File: src/rtl/fir_host_driver.sv
// Host-side driver for a pin-level FIR block: loads coefficients, streams samples
// with credit-based flow control and buffers FIR results in a small FIFO.
module fir_host_driver #(
    parameter int NUM_TAPS    = 4,
    parameter int FIR_LATENCY = 2,
    parameter int RES_DEPTH   = 4
) (
    input  logic        clk,
    input  logic        rst_n,
    input  logic        load_start,
    input  logic        stream_en,
    input  logic [7:0]  in_data,
    input  logic        in_valid,
    output logic        in_ready,
    output logic [7:0]  fir_x,
    output logic        fir_tvalid,
    output logic        fir_set_coeffs,
    input  logic [10:0] fir_y,
    output logic [10:0] res_data,
    output logic        res_valid,
    input  logic        res_ready,
    output logic        coef_loaded,
    output logic        busy,
    output logic [1:0]  fsm_state
);

    localparam int AW = (RES_DEPTH > 1) ? $clog2(RES_DEPTH) : 1;
    localparam int CW = $clog2(RES_DEPTH) + 1;
    localparam int TW = (NUM_TAPS > 1) ? $clog2(NUM_TAPS + 1) : 1;

    localparam logic [1:0] S_IDLE   = 2'd0;
    localparam logic [1:0] S_LOAD   = 2'd1;
    localparam logic [1:0] S_STREAM = 2'd2;
    localparam logic [1:0] S_DRAIN  = 2'd3;

    // Upstream handshake: a beat moves on a cycle where in_valid && in_ready.
    logic [1:0]             state;
    logic [1:0]             state_next;
    logic [TW-1:0]          tap_cnt;
    logic [FIR_LATENCY-1:0] vsr;
    logic [CW-1:0]          inflight;
    logic [CW-1:0]          fifo_count;
    logic [AW-1:0]          wr_ptr;
    logic [AW-1:0]          rd_ptr;
    logic [10:0]            mem [RES_DEPTH];
    logic [CW:0]            occupancy;
    logic                   credit;
    logic                   accept;
    logic                   load_beat;
    logic                   stream_beat;
    logic                   last_tap;
    logic                   push;
    logic                   pop;

    // Results already in the FIFO plus those still inside the FIR consume credit.
    assign occupancy   = {1'b0, fifo_count} + {1'b0, inflight};
    assign credit      = occupancy < (CW + 1)'(RES_DEPTH);

    always_comb begin
        in_ready = 1'b0;
        case (state)
            S_LOAD:   in_ready = 1'b1;
            S_STREAM: in_ready = stream_en && credit;
            default:  in_ready = 1'b0;
        endcase
    end

    assign accept      = in_valid && in_ready;
    assign load_beat   = accept && (state == S_LOAD);
    assign stream_beat = accept && (state == S_STREAM);
    assign last_tap    = tap_cnt == TW'(NUM_TAPS - 1);
    assign push        = vsr[FIR_LATENCY-1];
    assign pop         = res_valid && res_ready;

    always_comb begin
        state_next = state;
        case (state)
            S_IDLE: begin
                if (load_start)     state_next = S_LOAD;
                else if (stream_en) state_next = S_STREAM;
            end
            S_LOAD:   if (load_beat && last_tap) state_next = S_IDLE;
            S_STREAM: if (!stream_en) state_next = S_DRAIN;
            S_DRAIN:  if (inflight == '0) state_next = S_IDLE;
            default:  state_next = S_IDLE;
        endcase
    end

    always_ff @(posedge clk or negedge rst_n) begin
        if (!rst_n) begin
            state       <= S_IDLE;
            tap_cnt     <= '0;
            coef_loaded <= 1'b0;
        end else begin
            state <= state_next;
            if (state == S_IDLE && load_start) coef_loaded <= 1'b0;
            if (load_beat) begin
                if (last_tap) begin
                    tap_cnt     <= '0;
                    coef_loaded <= 1'b1;
                end else begin
                    tap_cnt <= tap_cnt + TW'(1);
                end
            end
        end
    end

    always_ff @(posedge clk or negedge rst_n) begin
        if (!rst_n) begin
            fir_x          <= '0;
            fir_tvalid     <= 1'b0;
            fir_set_coeffs <= 1'b0;
        end else begin
            fir_tvalid     <= accept;
            fir_set_coeffs <= load_beat;
            if (accept) fir_x <= in_data;
        end
    end

    // One bit per sample beat travelling through the FIR; the top bit marks fir_y as valid.
    always_ff @(posedge clk or negedge rst_n) begin
        if (!rst_n) begin
            vsr      <= '0;
            inflight <= '0;
        end else begin
            vsr <= (vsr << 1) | FIR_LATENCY'(fir_tvalid && !fir_set_coeffs);
            case ({stream_beat, push})
                2'b10:   inflight <= inflight + CW'(1);
                2'b01:   inflight <= inflight - CW'(1);
                default: inflight <= inflight;
            endcase
        end
    end

    always_ff @(posedge clk or negedge rst_n) begin
        if (!rst_n) begin
            wr_ptr     <= '0;
            rd_ptr     <= '0;
            fifo_count <= '0;
        end else begin
            if (push) wr_ptr <= wr_ptr + AW'(1);
            if (pop)  rd_ptr <= rd_ptr + AW'(1);
            case ({push, pop})
                2'b10:   fifo_count <= fifo_count + CW'(1);
                2'b01:   fifo_count <= fifo_count - CW'(1);
                default: fifo_count <= fifo_count;
            endcase
        end
    end

    always_ff @(posedge clk) begin
        if (push) mem[wr_ptr] <= fir_y;
    end

    assign res_data  = mem[rd_ptr];
    assign res_valid = fifo_count != '0;
    assign busy      = state != S_IDLE;
    assign fsm_state = state;

endmodule

File: config.mk
export PLATFORM = sky130hd
export DESIGN_NAME = fir_host_driver
export DESIGN_NICKNAME = d
export VERILOG_FILES = /design/src/rtl/fir_host_driver.sv
export SDC_FILE = /design/constraint.sdc
export NUM_CORES = 1
export LEC_CHECK = 0
export ABC_AREA = 1
export BUFFER_PORTS_ARGS = -buffer_cell sky130_fd_sc_hd__buf_2
export CORE_MARGIN = 3
export CORE_UTILIZATION = 40
export CTS_CLUSTER_DIAMETER = 30
export DETAILED_ROUTE_END_ITERATION = 7
export SLEW_MARGIN = 30
export SYNTH_ARGS = -nofsm -noshare
export SYNTH_HDL_FRONTEND = slang
export SYNTH_SLANG_ARGS = --single-unit
File: constraint.sdc
create_clock -name clk -period 6.9 [get_ports clk]
set_input_delay 0.69 -clock clk [delete_from_list [all_inputs] [get_ports clk]]
set_output_delay 0.69 -clock clk [all_outputs]
set_load 0.1 [all_outputs]
==> qor.yml <==
status: "finished clean"
grt_first_pass_wirelength_mm: 9.49
worstSetupStartpointType: "register"
die_w_um: 94.1
hold_viol: 0
fin_worst_skew_ps: 8.71
drive_gt1_frac: 0.245
ctsHoldBuffers: 0
synthFlopType: "edfxtp_1"
criticalPathCategory: "reg2out"
cts_tree: "yes"
reg2reg_depth: 15
synthXorXnorAreaFrac: 0.0169
clk_pin_slew_worst_paths_ps: 80
hp-class: "in2async"
synth_top_area_share: 0.426
relSlewSlack: 0.556
antenna_found_initial: 0
r2r_end: "inflight[2]"
synth_common_cells: "44 x edfxtp_1, 39 x nand2_1, 29 x nor2_1, 29 x o21ai_0, 28 x dfrtp_1"
vias: 2005
hold_slack_ps: 342
final_antenna_net_count: 0
cts-root-buf: "clkbuf_8"
drt_iter0_markers: 113
area_growth_pct: 16.7
crit_path_end_kind: "output port"
clock_sinks: 72
final_max_slew_viol_count: 0
drv_cap: 0
ys_types: 29
r2r_start: "fsm_state[0]"
synth_seq_area_share: 0.652
tightest_slew_ps: 666
clockBufferDepth: 2
synth_top_family_by_area: "simple AND/OR/NAND/NOR gates"
routed_via_density: 4.76
grtUsageTotal: 0.144
postRouteWirelength_mm: 5.76
synth_fp_nets: 304
fin_nets: 357
worstPathArrival_ps: 2360
synth_compound_gate_area_share: 0.0807
die_area_sq_um: 8850
core_area_sq_um: 7370
period_share: 0.443
yosys.area.top_type: "edfxtp_1"
syn_area_per_cell_sq_um: 11.7
fin_crit_ps: 3050
grt_start_max_net_pins: 29
max_freq_mhz: 327
ys_ff_latch: 72
syn-cell-area_sq_um: 3100
final_util: 0.491
synthArstFlopShare: 0.389
cp.required_ps: 6210
fin_setup_tns_ps: 0
first_pass_iters: 4
grt_pass1_vias: 1975
setup_viol_count_final: 0
synth_edf_count: 44
numCtsBuffers: 9
grt_setup_unrepaired: "no"
synth-simple-area-share: 0.139
gp_congestion: 0.737
synth-adder-area-share: 0.0653
io_pins: 52
htree_levels: 3
synthTopCellsByArea: "edfxtp_1 43%, dfrtp_1 23%, ha_1 5.2%"
diodes: 0
cts_post_setup_buffers_inserted: 0
wl_per_cell_um: 13.7
synth_warnings: 0
grt-ovfl-total: 0
initial_utilization: 0.421
layout_setup_ws_ps: 3850
regToRegSetupSlack_ps: 4460
port_buffers: 51
hpwlAfterDp_mm: 3.87
dieHeight_um: 94.1
synth.mux.area_fraction: 0
critPathMaxFanout: 24
place_ws_ps: 4220
rows: 31
netlist_instances: 264
synth.most_common_cell: "edfxtp_1"
ctsResizeCount: 0
drc_errors: 0
insertion_delay_ps: 350
how the worst max path moves through the flow:
stage,to,slack (ps),from,cells after the start
3_3_place_gp,res_data[0],4270,rd_ptr[0],4
2_1_floorplan,in_ready,3790,fsm_state[0],4
5_1_grt,res_data[3],3580,rd_ptr[0],4
3_5_place_dp,res_data[1],4220,rd_ptr[0],4
6_report,res_data[1],3850,rd_ptr[0],4
4_1_cts,res_data[6],3820,rd_ptr[0],4
layout by cell type, fill, tap and decap left out:
master,netlist,routed
and2_1,1,1
ha_1,13,13
o21a_1,1,1
dfrtp_1,28,28
nor2_1,29,29
fa_1,2,2
buf_2,3,51
or2_2,1,1
nand3_2,3,3
clkbuf_8,0,9
xnor2_1,2,2
inv_1,24,24
nand3_1,3,3
nand2_2,2,2
nor2_2,1,1
o22ai_1,11,11
nand3_4,1,1
nand4_1,10,10
inv_8,0,2
inv_6,0,2
nand2_1,39,39
clkinvlp_4,0,3
xor2_1,4,4
edfxtp_1,44,44
inv_2,2,2
nand3b_1,1,1
o21ai_0,29,29
a21boi_4,1,1
a21oi_1,2,2
nand2_4,1,1
stage by stage:
step / instance area (sq um) / instances
3_3_place_gp: 3430 / 405
3_5_place_dp: 3430 / 405
5_1_grt: 3620 / 421
2_1_floorplan: 3100 / 264
4_1_cts: 3620 / 421
6_report: 3620 / 421
cells by family (layout without fill, tap and decap cells):
group / after synthesis / in the layout
flip-flops: 72 / 72
buffers and inverters: 35 / 93
AND/OR/NAND/NOR: 92 / 92
AO/OA/AOI/OAI: 44 / 44
XOR/XNOR: 6 / 6
adder cells (fa/ha/maj): 15 / 15
sequential cells by signal, summed over array words and instances (netlist names):
signal and count:
coef_loaded 1, fifo_count 3, fir_set_coeffs 1, fir_tvalid 1
fir_x 8, fsm_state 2, inflight 3, mem 44
rd_ptr 2, tap_cnt 3, vsr 2, wr_ptr 2
layer usage:
layer	vias up	part of all wire	track usage
met5	-	0	0
met4	0	0.023	0.0758
met2	52	0.46	0.212
li1	1008	-	-
met1	937	0.46	0.196
met3	8	0.061	0.0361
critical path, cell delays in order (launching register included):
cell and delay, ps:
dfrtp_1 630, inv_1 620, o21ai_0 160, o22ai_1 150, buf_2 450
layout make-up:
cell class | instances | area, sq um
flip-flops and latches | 72 | 2020
well taps | 99 | 124
repair buffers | 51 | 255
clock inverters | 7 | 62.6
inverters | 26 | 97.6
clock buffers | 9 | 124
multi-input cells | 157 | 936
fillers | 706 | 3750
Power is not shown: default switching activity piles up to over one toggle a cycle in this logic, so the estimate is an artifact.
